## config.mk

```make
export PLATFORM = sky130hd
export DESIGN_NAME = pwm_peripheral
export DESIGN_NICKNAME = d
export VERILOG_FILES = /design/src/rtl/pwm_peripheral.sv
export SDC_FILE = /design/constraint.sdc
export NUM_CORES = 1
export LEC_CHECK = 0
export CAP_MARGIN = 20
export CORE_ASPECT_RATIO = 1.5
export CORE_MARGIN = 1.5
export CORE_UTILIZATION = 47
export DETAILED_ROUTE_END_ITERATION = 8
export PLACE_DENSITY_LB_ADDON = 0.12
export SYNTH_ARGS = -nofsm -noshare
export SYNTH_HDL_FRONTEND = slang
export SYNTH_SLANG_ARGS = --single-unit
```

## constraint.sdc

```tcl
create_clock -name clk -period 2.5 [get_ports clk]
set_clock_uncertainty 0.1 [all_clocks]
set_input_delay 0.5 -clock clk [delete_from_list [all_inputs] [get_ports clk]]
set_output_delay 0.5 -clock clk [all_outputs]
set_load 0.1 [all_outputs]
```

## src/rtl/pwm_peripheral.sv

```systemverilog
// pwm_peripheral: 16 general-purpose outputs, each either off, static high,
// or modulated by one shared 8-bit PWM waveform. The duty cycle is shadowed
// and updated only at the period wrap, so a mid-period write never causes a
// runt pulse. All outputs are registered.
module pwm_peripheral #(
  // System clocks per PWM tick; legal range 1..4095.
  parameter int unsigned CLK_DIV = 13
) (
  input  logic        clk,
  input  logic        rst,
  input  logic [7:0]  en_reg_out_7_0,
  input  logic [7:0]  en_reg_out_15_8,
  input  logic [7:0]  en_reg_pwm_7_0,
  input  logic [7:0]  en_reg_pwm_15_8,
  input  logic [7:0]  pwm_duty_cycle,
  output logic [15:0] out,
  output logic        period_start
);

  localparam int unsigned PW = 12;
  localparam logic [PW-1:0] DIV_LAST = PW'(CLK_DIV - 1);

  logic [PW-1:0] prescaler;
  logic [7:0]    pwm_cnt;
  logic [7:0]    duty_shadow;
  logic          tick;
  logic          wrap;
  logic          pwm_sig;
  logic [15:0]   en_out;
  logic [15:0]   en_pwm;
  logic [15:0]   out_next;

  assign en_out = {en_reg_out_15_8, en_reg_out_7_0};
  assign en_pwm = {en_reg_pwm_15_8, en_reg_pwm_7_0};

  // tick marks the last clock of each prescaler cycle; wrap is the last
  // tick of a PWM period.
  assign tick = (prescaler == DIV_LAST);
  assign wrap = tick && (pwm_cnt == 8'hFF);

  // Prescaler: counts 0..CLK_DIV-1 and wraps.
  always_ff @(posedge clk) begin
    if (rst) begin
      prescaler <= '0;
    end else if (tick) begin
      prescaler <= '0;
    end else begin
      prescaler <= prescaler + 12'd1;
    end
  end

  // Period counter: advances on every tick, free-running 255 -> 0 wrap.
  always_ff @(posedge clk) begin
    if (rst) begin
      pwm_cnt <= 8'h00;
    end else if (tick) begin
      pwm_cnt <= pwm_cnt + 8'd1;
    end
  end

  // Duty shadow and period strobe: sample the live duty register only at
  // the period wrap so the running period is never disturbed.
  always_ff @(posedge clk) begin
    if (rst) begin
      duty_shadow  <= 8'h00;
      period_start <= 1'b0;
    end else begin
      period_start <= wrap;
      if (wrap) begin
        duty_shadow <= pwm_duty_cycle;
      end
    end
  end

  // PWM compare: 0xFF is forced to a solid 100% high instead of 255/256.
  always_comb begin
    pwm_sig = 1'b0;
    if (duty_shadow == 8'hFF) begin
      pwm_sig = 1'b1;
    end else begin
      pwm_sig = (pwm_cnt < duty_shadow);
    end
  end

  // Per-pin select: disabled -> 0, static mode -> 1, PWM mode -> pwm_sig.
  always_comb begin
    out_next = '0;
    for (int i = 0; i < 16; i++) begin
      if (!en_out[i]) begin
        out_next[i] = 1'b0;
      end else if (!en_pwm[i]) begin
        out_next[i] = 1'b1;
      end else begin
        out_next[i] = pwm_sig;
      end
    end
  end

  // Output register: enable changes reach the pins one clock later.
  always_ff @(posedge clk) begin
    if (rst) begin
      out <= 16'h0000;
    end else begin
      out <= out_next;
    end
  end

endmodule

```

## Word-level counts from Yosys, hierarchy flattened

Index checks and enable logic that the tools add are counted.

| cells by class | value |
|---|---|
| eq/ne operators | 3 |
| reduce and logical (&&, ||, !) cells | 18 |
| $lt $le $gt $ge | 1 |
| $add $sub $neg | 2 |
| bitwise operators | 16 |
| mux-type cells | 17 |

Operators with widths:

| operator | count |
|---|---|
| $reduce_or A2 Y1 | 17 |
| $mux W1 | 17 |
| $eq A8 B8 Y1 const B | 2 |
| $not A1 Y1 | 16 |
| $add A12 B1 Y12 const B | 1 |
| $eq A12 B4 Y1 const B | 1 |
| $add A8 B1 Y8 const B | 1 |
| $lt A8 B8 Y1 | 1 |
| $logic_and A1 B1 Y1 | 1 |

| storage, ports and cells | value |
|---|---|
| input port bits | 42 |
| register bits | 45 |
| output and inout bits | 17 |

## Logic depth before layout (Yosys ltp)

| depth | value |
|---|---|
| depth after elaboration | 3 |
| depth in mapped cells | 7 |
| gate-level depth less buffers | 6 |

## Least setup slack after synthesis

No wires, ideal clock.

| timing path | value |
|---|---|
| path type | reg2reg |
| from | register duty_shadow[6] |
| to | register out[0] |
| required time | 2,272 ps |
| path buffers | 1 |
| clock period less this slack | 1,939 ps |
| library setup time | 128 ps |
| arrival | 1,711 ps |
| slack | 561 ps |
| cell stages (with the launch flop) | 8 |
| cell sequence | dfxtp_1 inv_1 ha_1 and4_1 o21ai_0 o32ai_2 clkbuf_1 a21oi_1 |

| between the ends | value |
|---|---|
| word-level cells in the longest chain between the ends | 3 |
| elaborated cells between the ends (all ways) | 4 |
| classes of those cells | order compare (1); eq/ne (1); mux (2) |

RTL lines:

| what | RTL line | RTL |
|---|---|---|
| start, declared | 25 | `logic [7:0] duty_shadow;` |
| start signal, assigned | 70 | `duty_shadow <= pwm_duty_cycle;` |
| $lt A8 B8 Y1 or $eq A8 B8 Y1 (tied branches) | 81, 78 |  |
| $mux W1 (*) | 78 | `if (duty_shadow == 8'hFF) begin` |
| $mux W1 (*) | 91 | `end else if (!en_pwm[i]) begin` |
| end signal, assigned | 104 | `out <= out_next;` |
| end, declared | 16 | `output logic [15:0] out,` |

Mark *: on every way between the ends. The rest lies on a longest branch, timed or not.
A chain may end at the register's enable or synchronous reset.

## Worst setup path in the final report

| timing path | value |
|---|---|
| from | register prescaler[0] |
| to | register pwm_cnt[7] |

| between the ends | value |
|---|---|
| word-level cells in the longest chain between the ends | 1 |

RTL lines:

| what | RTL line | RTL |
|---|---|---|
| start, declared | 23 | `logic [PW-1:0] prescaler;` |
| start signal, assigned | 48 | `prescaler <= prescaler + 12'd1;` |
| $eq A12 B4 Y1 | 38 | `assign tick = (prescaler == DIV_LAST);` |
| end signal, assigned | 57 | `pwm_cnt <= pwm_cnt + 8'd1;` |
| end, declared | 24 | `logic [7:0] pwm_cnt;` |

Every way passes these cells.

==> key figures <==
Cells and area
  – Final core occ: 0.645
  – Filler instances: 381
  – P&R area growth vs syn: 32.8%
  – Fin cells: 324
  – Final Cell Area: 0.00269 sq mm
  – Total Nets Final: 329
  – Number of antenna diodes: 0
  – Share of cells above drive strength 1: 0.115

Yosys
  – Post-Syn Area: 0.00203 sq mm
  – Synth area leaders: dfxtp_1 (44%), nand2b_1 (8.0%), ha_1 (6.2%)
  – Synth Area in XOR/XNOR: 0.0519
  – Mux cell area share after synthesis: 0.00988
  – Post-synth net total: 270
  – Top-area cell type share of the netlist area: 0.444
  – Post-synthesis compound-gate area fraction: 0.123
  – Adder-Cell Fraction of Synth Area: 0.0617
  – Main combinational cell family by area after synthesis: simple AND/OR/NAND/NOR gates
  – Cells after Synth: 218
  – Seq/Total Area, Yosys: 0.444
  – Synth unique cells: 35
  – Post-synth top area cell: dfxtp_1
  – Synth Area per Inst: 9.30 sq um
  – FF+latch count, synth: 45
  – Yosys Warn Count: 0
  – Synth Area in Simple Gates: 0.267

Route
  – Post-route ant nets: 0
  – WL final: 4570 microns
  – DRC Markers: 0
  – Wirelength per Cell: 14.1 microns
  – Starting DRT DRC Count: 56
  – Drt pass-1 iters: 4
  – Via count: 1728
  – Vias per cell: 5.33

Place
  – Placed wire-length estimate: 3410 microns
  – Placed cell area: 0.00261 sq mm
  – GPL Wtd Cong: 0.731
  – Port Buffers: 58
  – Inst Count DP: 316

Global route
  – Number of global-route vias before repair: 1715
  – Initial antenna violation count: 0
  – GR Util All Layers: 0.207
  – First-pass GRT wire length: 7800 microns
  – Congestion Overflow GR: 0
  – Largest net degree at the start of global routing: 43

STA
  – Fin crit period: 1950 ps
  – Fin. max-slew vios: 0
  – Final worst-path cycle share: 0.780
  – RSZ-0062 raised after global routing: false
  – Fmax: 513 MHz
  – Slew Limit Headroom: 0.635
  – Hold Fails Final Rpt: 0
  – Fin Setup TNS: 0 ps
  – Setup Viol. Count Final: 0
  – Worst-margin pin slew: 534 ps

Setup path
  – Worst setup SP type: register
  – CP Capture Type: register
  – Worst Path Required: 2620 ps
  – CP Class: reg -> reg
  – CP max FO: 16
  – Worst Reg-to-Reg Cells: 6
  – Worst R2R End: pwm_cnt[7]
  – WP data arrival: 2070 ps
  – R2R setup slack: 550 ps
  – Worst r2r src: prescaler[0]

Power and ir drop
  – P per Cell Area: 506 mW/mm^2
  – Switching Power: 343 uW
  – Clock power frac: 0.308
  – Reg power frac: 0.542
  – Worst ir drop on vdd: 530 uV
  – Leakage power: 1.02 nW
  – Int Pwr: 1.02 mW
  – Sw Share: 0.252
  – Logic pwr share: 0.149

Die
  – Ports: 59
  – Die W: 56.6 microns
  – Die height: 83.4 microns
  – Initial Utilization: 0.486
  – Die area: 0.00472 sq mm
  – FP Rows: 29
  – Core Area: 0.00417 sq mm

Clock network
  – CTS tree: yes
  – CTS sink cnt: 45
  – Total setup buffers inserted after CTS: 0
  – Root buffer cell: clkbuf_8
  – # resized after CTS: 0
  – Post-cts hold buffer count: 0
  – Clock-pin slew on the worst setup and hold paths: 70 ps
  – Clk_lat worst skew: 290 ps
  – CTS Buffer Depth: 2
  – Htree depth: 2
  – CTS Buf Count: 5

Worst hold path
  – Min-Delay Startpoint: prescaler[0]
  – HP Class: reg -> reg
  – Hold endpoint: prescaler[0]
  – WHS Path Cells: 1

Job
  – Number of max-cap violations: 0

Run status
  – Outcome: completed
==> through the flow <==
| stage | setup WS [ps] | hold WS (ps) | power (mW) |
|---|---|---|---|
| after floorplan | 561 | 341 | 0.866 |
| final | 549 | 378 | 1.36 |
| after global routing | 362 | 406 | 1.42 |
| after CTS | 523 | 387 | 1.38 |
| after global placement | 562 | 355 | 0.957 |
| after detailed placement | 540 | 372 | 0.960 |
==> cells by family after synthesis <==
logic type	Yosys count
xor gates and xnor gates	12
AOI/OAI and AO/OA	40
buffers and inverters	20
muxes	2
DFF	45
adders and majority gates	10
and+or+nand+nor	89
==> worst max-delay path, stage by stage, from the launching register on <==
cell and delay [ps]:
dfxtp_1 350, inv_1 70, ha_1 130, and4b_1 240
nand3_2 290, or4_1 580, a21oi_1 140
==> state kept, by name (all words and copies together), names as in the netlist <==
| register | cells |
|---|---|
| duty_shadow | 8 |
| pwm_cnt | 8 |
| period_start | 1 |
| out | 16 |
| prescaler | 12 |
==> cells in the final DEF, fill, tap and decap left out, types with 2 or more instances in the layout <==
cell type / netlist / final
or4_1: 10 / 10
dfxtp_1: 45 / 45
nor4_1: 2 / 2
a21oi_1: 22 / 22
nand3_1: 4 / 4
or3_1: 2 / 2
inv_1: 12 / 12
clkbuf_8: 0 / 5
xnor2_1: 7 / 7
o21ai_0: 3 / 3
nand2b_1: 26 / 26
buf_4: 0 / 18
nor3_1: 2 / 2
nor2_1: 18 / 18
ha_1: 10 / 10
clkbuf_1: 6 / 3
o31ai_1: 10 / 10
nand4_1: 6 / 6
nand2_1: 8 / 8
and4_1: 2 / 2
and3_2: 2 / 2
clkdlybuf4s50_1: 0 / 41
mux2i_1: 2 / 2
xor2_1: 5 / 5
==> cells in the mapped netlist (all sizes together) <==
library cell  number
or3                2
a21oi             22
ha                10
nor3               4
o21a               1
nand3              5
xnor2              7
a2111oi            1
or2                1
and3               2
and4               2
nand4              6
and4b              1
or4               10
nand2              8
nor4               3
buf                2
inv               12
nor2              18
clkbuf             6
a41o               1
a21o               1
nand2b            26
xor2               5
o21ai              3
o32ai              1
dfxtp             45
o31ai             10
or2b               1
mux2i              2
==> power groups by stage <==
stage	Clock (mW)	Combinational [mW]	Sequential [mW]
finish	0.420	0.203	0.738
global route	0.470	0.214	0.740
CTS	0.439	0.205	0.739
detailed placement	0	0.204	0.756
global placement	0	0.202	0.755
floorplan	0	0.0353	0.830
==> how the worst max path moves through the flow <==
stage	depth (start not counted)	slack, ps	start	endpoint
global placement	5	560	rst	duty_shadow[6]
CTS	6	520	prescaler[0]	pwm_cnt[7]
finish	6	550	prescaler[0]	pwm_cnt[7]
global route	6	360	duty_shadow[1]	out[9]
floorplan	7	560	duty_shadow[6]	out[0]
detailed placement	6	540	prescaler[0]	pwm_cnt[7]
==> final cells by class <==
type / count / area [sq um] / area share
Tap cell: 46 / 57.6 / 0.0214
Sequential cell: 45 / 901 / 0.335
Inverter: 12 / 45.0 / 0.0167
Multi-Input combinational cell: 153 / 1040 / 0.387
Clock buffer: 8 / 80.1 / 0.0298
Timing Repair Buffer: 60 / 566 / 0.210
==> metal layers <==
| metal | global-route usage | share of wire | vias up |
|---|---|---|---|
| met2 | 0.382 | 0.53 | 40 |
| met5 | 0 | 0 | - |
| met1 | 0.228 | 0.41 | 801 |
| met4 | 0.0693 | 0.012 | 0 |
| met3 | 0.0436 | 0.044 | 6 |
| li1 | - | - | 881 |
No activity file was read; power rests on OpenSTA's default activity.
